--- config.mk ---
export PLATFORM = sky130hd
export DESIGN_NAME = rx_block_lock
export DESIGN_NICKNAME = d
export VERILOG_FILES = /design/src/rtl/rx_block_lock.sv
export SDC_FILE = /design/constraint.sdc
export NUM_CORES = 1
export LEC_CHECK = 0
export CAP_MARGIN = 30
export CORE_MARGIN = 1
export CORE_UTILIZATION = 30
export CTS_BUF_LIST = sky130_fd_sc_hd__clkbuf_8
export CTS_CLUSTER_DIAMETER = 30
export DETAILED_ROUTE_END_ITERATION = 10
export GPL_ROUTABILITY_DRIVEN = 0
export PLACE_DENSITY = 0.51
export SETUP_SLACK_MARGIN = 0.1
export SLEW_MARGIN = 0
export SYNTH_ARGS = -nofsm -noshare
export SYNTH_HDL_FRONTEND = slang
export SYNTH_SLANG_ARGS = --single-unit
--- constraint.sdc ---
create_clock -name i_rxc -period 2.2 [get_ports i_rxc]
set_input_delay 0.22 -clock i_rxc [delete_from_list [all_inputs] [get_ports i_rxc]]
set_output_delay 0.22 -clock i_rxc [all_outputs]
set_load 0.05 [all_outputs]
--- src/rtl/rx_block_lock.sv ---
// rx_block_lock: 64b/66b sync-header block lock with gearbox slip requests.
// Optional hi-BER monitor enabled by the BER_MONITOR_EN macro.
module rx_block_lock #(
  parameter int LOCK_CNT    = 64,
  parameter int WINDOW_CNT  = 64,
  parameter int INVALID_MAX = 16,
  parameter int SLIP_WAIT   = 32,
  parameter int BER_WINDOW  = 19531
) (
  input  logic       i_rxc,
  input  logic       i_reset_n,
  input  logic [1:0] i_rx_header,
  input  logic       i_rx_valid,
  output logic       o_slip,
  output logic       o_block_lock,
  output logic       o_hi_ber
);
  localparam int SW = $clog2((LOCK_CNT > WINDOW_CNT ? LOCK_CNT : WINDOW_CNT) + 1);
  localparam int IW = $clog2(INVALID_MAX + 1);
  localparam int WW = $clog2(SLIP_WAIT + 1);
  typedef enum logic [1:0] {HUNT, SLIP, WAIT, LOCKED} state_t;
  state_t state_q, state_d;
  logic [SW-1:0] sh_cnt_q, sh_cnt_d, sh_inc;
  logic [IW-1:0] inv_cnt_q, inv_cnt_d, inv_inc;
  logic [WW-1:0] wait_q, wait_d;
  logic hdr_ok;
  assign hdr_ok = i_rx_header[1] ^ i_rx_header[0];
  assign sh_inc = sh_cnt_q + 1'b1;
  assign inv_inc = inv_cnt_q + IW'(!hdr_ok);
  always_comb begin
    state_d = state_q;
    sh_cnt_d = sh_cnt_q;
    inv_cnt_d = inv_cnt_q;
    wait_d = wait_q;
    case (state_q)
      HUNT: if (i_rx_valid) begin
        if (!hdr_ok) state_d = SLIP;
        else if (sh_inc == SW'(LOCK_CNT)) begin
          state_d = LOCKED;
          sh_cnt_d = '0;
        end else sh_cnt_d = sh_inc;
      end
      SLIP: begin
        state_d = WAIT;
        sh_cnt_d = '0;
        inv_cnt_d = '0;
        wait_d = '0;
      end
      WAIT: begin
        wait_d = wait_q + 1'b1;
        if (wait_q == WW'(SLIP_WAIT - 1)) begin
          state_d = HUNT;
          wait_d = '0;
        end
      end
      LOCKED: if (i_rx_valid) begin
        // loss of lock takes priority over a window that completes on the same block
        if (inv_inc == IW'(INVALID_MAX)) state_d = SLIP;
        else if (sh_inc == SW'(WINDOW_CNT)) begin
          sh_cnt_d = '0;
          inv_cnt_d = '0;
        end else begin
          sh_cnt_d = sh_inc;
          inv_cnt_d = inv_inc;
        end
      end
      default: state_d = HUNT;
    endcase
  end
  always_ff @(posedge i_rxc or negedge i_reset_n)
    if (!i_reset_n) begin
      state_q <= HUNT;
      sh_cnt_q <= '0;
      inv_cnt_q <= '0;
      wait_q <= '0;
    end else begin
      state_q <= state_d;
      sh_cnt_q <= sh_cnt_d;
      inv_cnt_q <= inv_cnt_d;
      wait_q <= wait_d;
    end
  assign o_slip = state_q == SLIP;
  assign o_block_lock = state_q == LOCKED;
`ifdef BER_MONITOR_EN
  localparam int TW = $clog2(BER_WINDOW + 1);
  logic [TW-1:0] ber_tmr_q, ber_tmr_d;
  logic [IW-1:0] ber_cnt_q, ber_cnt_d, ber_inc;
  logic hi_ber_q, hi_ber_d, ber_exp;
  always_comb begin
    ber_exp = ber_tmr_q == TW'(BER_WINDOW - 1);
    ber_inc = (i_rx_valid && !hdr_ok && ber_cnt_q != IW'(INVALID_MAX)) ? ber_cnt_q + 1'b1 : ber_cnt_q;
    ber_tmr_d = ber_exp ? '0 : ber_tmr_q + 1'b1;
    ber_cnt_d = ber_exp ? '0 : ber_inc;
    hi_ber_d = (ber_inc == IW'(INVALID_MAX)) | (hi_ber_q & !ber_exp);
  end
  always_ff @(posedge i_rxc or negedge i_reset_n)
    if (!i_reset_n) begin
      ber_tmr_q <= '0;
      ber_cnt_q <= '0;
      hi_ber_q <= 1'b0;
    end else begin
      ber_tmr_q <= ber_tmr_d;
      ber_cnt_q <= ber_cnt_d;
      hi_ber_q <= hi_ber_d;
    end
  assign o_hi_ber = hi_ber_q;
`else
  logic unused_ber_window;
  assign unused_ber_window = ^BER_WINDOW;
  assign o_hi_ber = 1'b0;
`endif
endmodule

Yosys cells after proc, flatten, opt, wreduce, memory -nomap -nowiden
Cells that the tools add are included.
- add/sub/neg operators: 3
- equality and inequality tests: 13
- muxes and demuxes: 19
- bitwise gates (word level): 1
- reduce and logical (&&, ||, !) cells: 8
- operator list (kind ; count):
    $mux W7 ; 5
    $pmux W7 S3 ; 1
    $mux W5 ; 3
    $mux W2 ; 6
    $pmux W6 S2 ; 1
    $ne A2 B2 Y1 const B ; 5
    $pmux W5 S2 ; 1
    $reduce_and A5 Y1 ; 2
    $pmux W2 S4 ; 1
    $add A7 B1 Y7 const B ; 1
    $eq A7 B7 Y1 const B ; 1
    $add A6 B1 Y6 const B ; 1
    $eq A6 B5 Y1 const B ; 1
    $mux W6 ; 1
    $add A5 B1 Y5 ; 1
    $eq A5 B5 Y1 const B ; 1
    $eq A2 B2 Y1 const B ; 2
    $reduce_bool A2 Y1 ; 2
    $ne A3 B3 Y1 const B ; 1
    $reduce_and A3 Y1 ; 1
    $reduce_bool A3 Y1 ; 1
    $eq A2 B1 Y1 const B ; 1
    $logic_not A2 Y1 ; 1
    $ne A2 B1 Y1 const B ; 1
    other kinds (2) ; 2
- register bits: 20
- input port bits: 5
- output and inout port bits: 3
- word-level logic and storage cells: 48

Depth between registers and ports, before layout
Gate-level depths: netlist (run 1).
- depth after elaboration: 7
- depth in mapped cells: 10
- mapped depth without buffers: 9

Worst setup path after synthesis (run 1)
No wires, ideal clock.
- kind: reg2reg
- start point: reg sh_cnt_q[0]
- end point: reg state_q[1]
- library setup time: 0.127 ns
- arrival time: 2.175 ns
- required time: 2.073 ns
- setup slack: -0.102 ns
- cell stages (with the launch flop): 8
- path buffers: 1
- clock period less this slack: 2.302 ns
- cells stage by stage: dfrtp_1 > ha_1 > xnor2_1 > or4b_1 > a211o_1 > buf_6 > a311o_2 > mux2i_1
- longest elaborated chain between the ends: 4
- RTL lines (what ; RTL line ; RTL):
    start: declaration ; 23 ; logic [SW-1:0] sh_cnt_q, sh_cnt_d, sh_inc;
    start signal: assignment ; 78 ; sh_cnt_q <= sh_cnt_d;
    $add A7 B1 Y7 ; 28 ; assign sh_inc = sh_cnt_q + 1'b1;
    $eq A7 B7 Y1 ; 38 ; else if (sh_inc == SW'(LOCK_CNT)) begin
    $ne A3 B3 Y1 (no source line) ; - ;
    $reduce_and A5 Y1 (no source line) ; - ;
    end signal: assignment ; 77 ; state_q <= state_d;
    end: declaration ; 22 ; state_t state_q, state_d;
Every way passes these cells.
A chain may end at the register's enable or synchronous reset.

Worst setup path after layout (run 1)
- start point: reg sh_cnt_q[0]
- end point: reg state_q[0]
The elaborated chain is that of the path after synthesis.

==> results.md, run 1 <==
- The DRC violation total after the first TritonRoute iteration is 64.
- The number of antenna violations at the first check in global routing is 0.
- For the worst setup path, the data arrival time is 2.27 ns.
- For this run, the post-layout net count is 193.
- The remaining global-route overflow is 0.
- In this run the power density over the cells is 1310 mW/mm².
- The flow ran to the end, and the final reports show no timing, DRC or antenna violations.
- After the flow finishes, the layout carries non-filler instances totaling 228.
- The layout cell share with drive strength beyond 1 is 0.292.
- The most common cell in the netlist is sky130_fd_sc_hd__nand2_1.
- Of the post-synthesis cell area, the dominant cell type holds 0.381.
- The cell total after placement is 218.
- By count the netlist is led by sky130_fd_sc_hd__nand2_1, sky130_fd_sc_hd__dfrtp_1, sky130_fd_sc_hd__inv_1, sky130_fd_sc_hd__o21ai_0, sky130_fd_sc_hd__ha_1.
- The maximum buffer depth of the clock tree is 2.
- After detailed routing, the total wire length is 3120 µm.
- The proportion of register bits with asynchronous set or reset after synthesis is 1.00.
- The mean instance size in the synthesized netlist is 8.94 µm².
- In the routed design, unresolved DRC markers number 0.
- TritonCTS built the clock tree.
- The final-layout fill cell count is 409.
- The worst setup path is of the reg -> reg kind.
- In the routed layout, each cell is associated on average with a via count of 5.26.
- The proportion of total power due to net switching is 0.431.
- For this run, the total global-route usage over all layers was measured as 0.147.
- Of the total power, registers draw 0.265.
- During I/O placement, the number of pins put on the boundary was 8.
- The total clock sinks is 20.
- The floorplan step set the die width to 68.2 µm.
- Detailed placement finished with a half-perimeter wire length of 2250 µm.
- The analysis attributes to cell leakage a power of 0.754 nW.
- The initialized floorplan defines 23 standard-cell rows.
- Setup violations remaining at the end of the flow were counted as 0.
- The first global-routing pass estimated 5060 µm of wire.
- After detailed routing, the average wire length per cell comes to 13.7 µm.
- The sequential area share after synthesis is 0.381.
- The floorplan step defined a die boundary enclosing 0.00465 mm².
- The number of hold violations in the final report is 0.
- Adding up every negative setup slack in the final design gives 0 ns.
- The highest attainable clock frequency is 468 MHz.
- The number of antenna diodes in the final layout is 0.
- The largest voltage drop on the vdd net is 0.513 mV.
- Along the worst path, the maximum fanout reaches 2.
- The finished cells cover 0.00174 mm².
- The via count of the first global-routing pass is 1143.
- The data required time at the worst endpoint is 2.34 ns.
- The ratio of final minimum period to clock period is 0.970.
- Summing all multi-input logic gate instances after layout gives 815 µm².
- The initial cell density of the core is 0.319.
- The path class of the tightest hold or removal check is in -> async.
- The clock network power share is 0.128.
- The largest net degree at the start of global routing is 21.
- During placement, the flow inserted port buffers numbering 6.
- The CTS H-tree depth is 1.
- The area growth from synthesis to layout is 32.7%.
- The cell-internal power is 1.30 mW.
- In this run, post-CTS hold repair placed 0 buffers.
- The final number of max-transition violations is 0.
- The number of nets handed over by synthesis was 161.
- In the post-synthesis netlist, the biggest area contributors are sky130_fd_sc_hd__dfrtp_1, sky130_fd_sc_hd__ha_1, sky130_fd_sc_hd__nand2_1.
- Yosys printed 0 warnings.
- The cell at the root of the clock tree is sky130_fd_sc_hd__clkbuf_8.
- The post-place instance area is 0.00157 mm².
- Synthesis inferred 20 register bits.
- The synthesized netlist contains 47 unique library cells.
- The y dimension of the die is 68.2 µm.
- The most instantiated flip-flop cell in the synthesis netlist is sky130_fd_sc_hd__dfrtp_1.
- The core outline area is 0.00412 mm².
- Measured against its own limit, the worst slew margin works out to 0.663.
- Setup repair after global routing could not meet its margin everywhere.
- The cell type contributing the most total cell area after synthesis is sky130_fd_sc_hd__dfrtp_1.
- The clock edge transition at the registers on the reported setup and hold paths is 0.08 ns.
- The CTS buffer count is 3.
- The synthesized netlist occupies a cell area of 0.00131 mm².
- Max-cap violations in this run came to 0.
- The later-pin clock latency in the skew report is 0.26 ns.
- The share of total power dissipated in combinational logic is 0.607.
- The post-layout minimum cycle time is 2.14 ns.
- The largest clock skew in the final design is 0.00145 ns.
- Counting flops with a built-in enable in the synthesized netlist gives 0.
- The analysis attributes to net switching a power of 0.986 mW.
- The worst setup path is launched from a register.
- The detailed-route via count is 1199.
- The endpoint type of the worst setup path is a register.
- The count of nets left with antenna violations once routing finished came out at 0.
- The synthesized instance count is 147.
- The slew at the pin closest to its max-slew limit is 0.505 ns.
- Registers take 500 µm².
- The detailed-router iteration count before antenna repair is 4.
-- final cells by class --
type	count	share of cell area
clock buffer	4	0.0316
timing repair buffer	33	0.152
inverter	12	0.0258
multi-input combinational	109	0.467
sequential	20	0.287
tap	50	0.0359
-- logic make-up (layout without fill, tap and decap cells) --
logic type / after synthesis / in the layout / synth area share
adder cells (fa/ha/maj): 9 / 9 / 0.0857
flip-flops: 20 / 20 / 0.381
AO/OA/AOI/OAI: 40 / 40 / 0.215
buffers and inverters: 18 / 49 / 0.0609
multiplexers: 2 / 2 / 0.0152
other: 1 / 1 / 0.00285
AND/OR/NAND/NOR: 51 / 51 / 0.199
XOR/XNOR: 6 / 6 / 0.0400
-- cell usage in the layout (no fill, tap or decap), types with 2 or more instances in the layout --
master,synthesis,routed
sky130_fd_sc_hd__a211o_1,2,2
sky130_fd_sc_hd__a21oi_1,3,3
sky130_fd_sc_hd__a311o_2,1,2
sky130_fd_sc_hd__a31oi_1,3,3
sky130_fd_sc_hd__buf_4,1,26
sky130_fd_sc_hd__buf_6,1,2
sky130_fd_sc_hd__clkbuf_8,0,4
sky130_fd_sc_hd__clkdlybuf4s50_1,0,2
sky130_fd_sc_hd__dfrtp_1,20,20
sky130_fd_sc_hd__ha_1,9,6
sky130_fd_sc_hd__ha_4,0,2
sky130_fd_sc_hd__inv_1,12,11
sky130_fd_sc_hd__mux2i_1,2,2
sky130_fd_sc_hd__nand2_1,21,20
sky130_fd_sc_hd__nand2_2,1,2
sky130_fd_sc_hd__nand3_1,8,8
sky130_fd_sc_hd__nand4_1,3,3
sky130_fd_sc_hd__nor2_1,2,2
sky130_fd_sc_hd__nor2b_1,3,3
sky130_fd_sc_hd__o211ai_1,2,2
sky130_fd_sc_hd__o21ai_0,12,12
sky130_fd_sc_hd__o22ai_1,3,3
sky130_fd_sc_hd__o41ai_1,2,2
sky130_fd_sc_hd__xnor2_1,3,2
sky130_fd_sc_hd__xor2_2,0,2
-- path summary, 6_finish.rpt --
check | start | endpoint | slack [ns] | depth (start not counted)
worst min register to register | wait_q[4] | wait_q[4] | 0.53 | 1
worst min-delay path | i_reset_n | inv_cnt_q[2] | 0.30 | 2
max in group asynchronous | i_reset_n | sh_cnt_q[1] | 1.68 | 2
worst max register to register | sh_cnt_q[0] | state_q[0] | 0.06 | 6
worst max-delay path | sh_cnt_q[0] | state_q[0] | 0.06 | 6
min in group i_rxc | wait_q[4] | wait_q[4] | 0.53 | 1
-- power by group through the flow --
stage / Combinational [mW] / Clock, mW / Sequential, mW
after floorplan: 0.831 / 0 / 0.592
after global placement: 1.18 / 0 / 0.599
after detailed placement: 1.22 / 0 / 0.602
after CTS: 1.27 / 0.302 / 0.598
after global routing: 1.55 / 0.314 / 0.623
final: 1.39 / 0.293 / 0.606
-- registers in the layout, summed over array words and instances (netlist names) --
register and count:
sh_cnt_q 7, wait_q 6, inv_cnt_q 5, state_q 2
-- per-stage QoR --
stage               power, mW  utilization  setup slack (ns)  hold slack [ns]
finish                   2.29        0.424            0.0649            0.297
global route             2.48        0.424            0.0146            0.337
CTS                      2.17        0.403            0.0553            0.306
detailed placement       1.82        0.381            -0.541            0.503
global placement         1.78        0.381            -0.450            0.492
floorplan                1.42            -            0.0193          -0.0756
-- metal layers --
layer / global-route usage / up-vias / wire, µm
met5: 0 / - / 0
met4: 0.0755 / 0 / 88
met3: 0.0200 / 9 / 84
met2: 0.248 / 26 / 1490
met1: 0.181 / 569 / 1450
li1: - / 595 / -
-- timing repair --
| action | CTS | global route |
|---|---|---|
| endpoints found under the setup margin | 14 | 12 |
| resized for setup | 6 | 15 |
| buffers inserted | 2 | 4 |
| hold endpoints to repair | 0 | 0 |
| pin swaps | 2 | 8 |
-- critical path: stages (launching register included) --
cell and delay (ns):
sky130_fd_sc_hd__dfrtp_1 0.40, sky130_fd_sc_hd__ha_2 0.19, sky130_fd_sc_hd__xnor2_1 0.13, sky130_fd_sc_hd__or4b_1 0.51
sky130_fd_sc_hd__a211o_1 0.30, sky130_fd_sc_hd__a311o_2 0.36, sky130_fd_sc_hd__mux2i_1 0.12
Power figures use the tool's default switching activity.
==> inputs of run 2 (changes only) <==
--- a/config.mk
+++ b/config.mk
@@ -5,6 +5,7 @@
 export SDC_FILE = /design/constraint.sdc
 export NUM_CORES = 1
 export LEC_CHECK = 0
+export ABC_CLOCK_PERIOD_IN_PS = 2200
 export CAP_MARGIN = 30
 export CORE_MARGIN = 1
 export CORE_UTILIZATION = 30
==> results of run 2 <==
No change in the layout: final DEF, timing and power equal those of run 1.
==> inputs of run 3 (changes only) <==
--- a/config.mk
+++ b/config.mk
@@ -5,15 +5,15 @@
 export SDC_FILE = /design/constraint.sdc
 export NUM_CORES = 1
 export LEC_CHECK = 0
-export ABC_CLOCK_PERIOD_IN_PS = 2200
+export ABC_CLOCK_PERIOD_IN_PS = 2500
 export CAP_MARGIN = 30
 export CORE_MARGIN = 1
-export CORE_UTILIZATION = 30
+export CORE_UTILIZATION = 65
 export CTS_BUF_LIST = sky130_fd_sc_hd__clkbuf_8
 export CTS_CLUSTER_DIAMETER = 30
 export DETAILED_ROUTE_END_ITERATION = 10
 export GPL_ROUTABILITY_DRIVEN = 0
-export PLACE_DENSITY = 0.51
+export PLACE_DENSITY = 0.89
 export SETUP_SLACK_MARGIN = 0.1
 export SLEW_MARGIN = 0
 export SYNTH_ARGS = -nofsm -noshare
==> constraint.sdc (replaced) <==
create_clock -name i_rxc -period 2.5 [get_ports i_rxc]
set_input_delay 0.25 -clock i_rxc [delete_from_list [all_inputs] [get_ports i_rxc]]
set_output_delay 0.25 -clock i_rxc [all_outputs]
set_load 0.05 [all_outputs]
==> results.md, run 3 (same netlist as run 1, synthesis figures left out) <==
- The via-per-instance ratio came to 7.65 (+46%).
- The DRC violation total after the first TritonRoute iteration is 166 (+160%).
- The sum of routed wire length over all layers is 4810 µm (+54%).
- The met2 wire length is 2140 µm (+44%).
- The standby leakage power is 0.730 nW (-3.2%).
- The slowest cell on the critical path is sky130_fd_sc_hd__or4b_1.
- STA classifies the critical path startpoint as a register.
- The y dimension of the die is 47.0 µm (-31%).
- The largest clock skew in the final design came to 0.00110 ns (-0.000351 ns).
- The maximum buffer depth of the clock tree is 2 (unchanged).
- The total power per unit cell area is 1320 mW/mm² (+0.23%).
- The count of standard-cell rows is 15 (-35%).
- The CTS H-tree depth was 1 (unchanged).
- The data required time at the worst endpoint is 2.63 ns (+0.29 ns).
- TritonCTS built the clock tree.
- The largest incremental delay on the critical path is 0.52 ns (about the same).
- The area enclosed by the die boundary was 0.00220 mm² (-53%).
- The CTS buffer count was 3 (unchanged).
- The cell total after placement is 185 (-15%).
- The slew at the pin closest to its max-slew limit is 0.513 ns (+0.00831 ns).
- The residual DRC count is 0 (unchanged).
- The number of flip-flops under the largest register name is 7 (unchanged).
- The final-layout fill cell count came to 62 (-85%).
- The max-capacitance violation count is 0 (unchanged).
- The post-route worst hold slack is 0.326 ns (+0.0290 ns).
- The cell at the root of the clock tree is sky130_fd_sc_hd__clkbuf_8.
- The global-route total usage across every layer is 0.428 (+0.281).
- The met3 routed wirelength is 628 µm (+650%).
- The post-layout minimum cycle time is 2.44 ns (+0.302 ns).
- The part of the total power dissipated in combinational logic is 0.580 (-0.027).
- The detailed-route via count is 1515 (+26%).
- The via count of the first global-routing pass is 1348 (+18%).
- The largest net degree at the start of global routing is 21 (unchanged).
- The net total in the final layout was 187 (-3.1%).
- The path class of the tightest hold or removal check is in -> async.
- The layout cell share with drive strength beyond 1 was 0.262 (-0.0305).
- The data arrival time of the worst path is 2.56 ns (+0.29 ns).
- The library cells used most frequently in the layout, excluding fill and tap cells, are sky130_fd_sc_hd__nand2_1, sky130_fd_sc_hd__buf_4, sky130_fd_sc_hd__dfrtp_1.
- The largest voltage drop on the vdd net came to 1.10 mV (+110%).
- The post-layout instance count excluding filler cells is 198 (-13%).
- The maximum net fanout on the critical path is 5 (+3).
- The accumulated negative setup slack is 0 ns (unchanged).
- The switching power is 1.05 mW (+6.5%).
- The buffer and inverter count on the worst path is 0 (unchanged).
- The most flop-heavy register is sh_cnt_q.
- The post-layout utilization of the core came to 0.935 (+0.512).
- The relative slew slack was 0.657 (-0.00606).
- The remaining global-route overflow was 0 (unchanged).
- The proportion of total power due to net switching was 0.474 (+0.0424).
- The cell-internal power came to 1.17 mW (-10%).
- The detailed-router iteration count before antenna repair is 5 (+1).
- The clock network power share was 0.153 (+0.025).
- The number of antenna violations at the first check in global routing is 1 (+1).
- The ratio of final minimum period to clock period was 0.975 (+0.00438).
- The most frequent standard cell in the layout excluding fill and tap cells is sky130_fd_sc_hd__nand2_1.
- The largest registers in the layout are sh_cnt_q: 7 flops, wait_q: 6 flops, inv_cnt_q: 5 flops.
- The critical path in this run is classified as reg -> reg.
- The area growth from synthesis to layout is 28.3%.
- The uppermost signal routing layer after detailed routing is met4.
- The worst setup timing slack at the placement stage is -0.332 ns (+0.210 ns).
- The final number of max-transition violations is 0 (unchanged).
- The clock edge transition at the registers on the reported setup and hold paths is 0.08 ns (about the same).
- The combined area of the multi-input logic cells was 806 µm² (-1.1%).
- The flow ran to the end, and the final reports show no timing, DRC or antenna violations.
- The initial cell density of the core is 0.729 (+0.410).
- The detail-routed net length per standard cell is 24.3 µm (+78%).
- The post-route met1 wirelength was 1640 µm (+13%).
- The total clock sinks is 20 (unchanged).
- The later-pin clock latency in the skew report is 0.27 ns (about the same).
- The highest attainable clock frequency is 410 MHz (-12%).
- The critical path goes through ha_2, xnor2_1, or4b_1, a211o_1, a311o_2, mux2i_2.
- The number of hold violations in the final report is 0 (unchanged).
- The number of top-level pins came to 8 (unchanged).
- The wire length of the first global-routing pass is 6410 µm (+27%).
- The number of failing setup endpoints in the final timing report is 0 (unchanged).
- The area taken by flip-flops and latches is 503 µm² (+0.50%).
- The worst setup margin is 0.0628 ns (-0.00209 ns).
- The share of total power in sequential cells was 0.267 (+0.002).
- The post-route antenna net violation count is 0 (unchanged).
- The post-DP HPWL was 2290 µm (+2.2%).
- The cell class contributing the biggest share of worst-path delay is compound AO/OA/AOI/OAI gates.
- The floorplan die width came to 47.0 µm (-31%).
- The count of input and output buffers was 6 (unchanged).
- The core outline area is 0.00180 mm² (-56%).
- The endpoint type of the worst setup path is a register.
[run 3: power groups by stage]
stage | clock network, mW | logic, mW | registers (mW)
2_1_floorplan | 0 | 0.718 | 0.521
3_3_place_gp | 0 | 0.942 | 0.548
3_5_place_dp | 0 | 1.01 | 0.560
4_1_cts | 0.325 | 1.08 | 0.557
5_1_grt | 0.349 | 1.36 | 0.595
6_report | 0.338 | 1.29 | 0.592
[run 3: repair_timing]
action,4_1_cts,5_1_grt
setup buffers,6,2
hold buffers,0,0
resized for setup,6,15
setup endpoints to repair,9,14
pin swaps,5,4
[run 3: final timing paths]
check                      slack, ns      endpoint  depth (start not counted)        start
setup / recovery                0.06    state_q[0]                          6  sh_cnt_q[0]
hold / removal                  0.33  inv_cnt_q[2]                          2    i_reset_n
setup reg to reg                0.06    state_q[0]                          6  sh_cnt_q[0]
hold reg to reg                 0.55     wait_q[4]                          1    wait_q[4]
max in group asynchronous       1.94   sh_cnt_q[0]                          2    i_reset_n
min in group i_rxc              0.55     wait_q[4]                          1    wait_q[4]
[run 3: cell type report]
cell class              instances  area share
diodes                          1     0.00148
clock buffers                   3      0.0245
clock inverters                 1      0.0178
inverters                      12      0.0267
multi-input cells             109       0.478
flip-flops and latches         20       0.298
well taps                      25      0.0186
repair buffers                 27       0.134
[run 3: metal layers]
| metal | track usage | vias to the layer above |
|---|---|---|
| met2 | 0.731 | 183 |
| met3 | 0.0654 | 47 |
| met4 | 0.263 | 0 |
| li1 | - | 587 |
| met1 | 0.505 | 698 |
| met5 | 0 | - |
[run 3: worst reg2reg max path: cells and delay by family (launching register included)]
family          cells  cell delay, ns
fa+ha+maj           1            0.24
flops               1            0.46
compound gates      2            0.76
simple gates        1            0.52
xor+xnor            1            0.15
mux                 1            0.18
[run 3: through the flow]
stage	power (mW)	cell area, µm²
CTS	1.96	1600
detailed placement	1.57	1470
global placement	1.49	1470
floorplan	1.24	1310
global route	2.30	1690
finish	2.22	1690
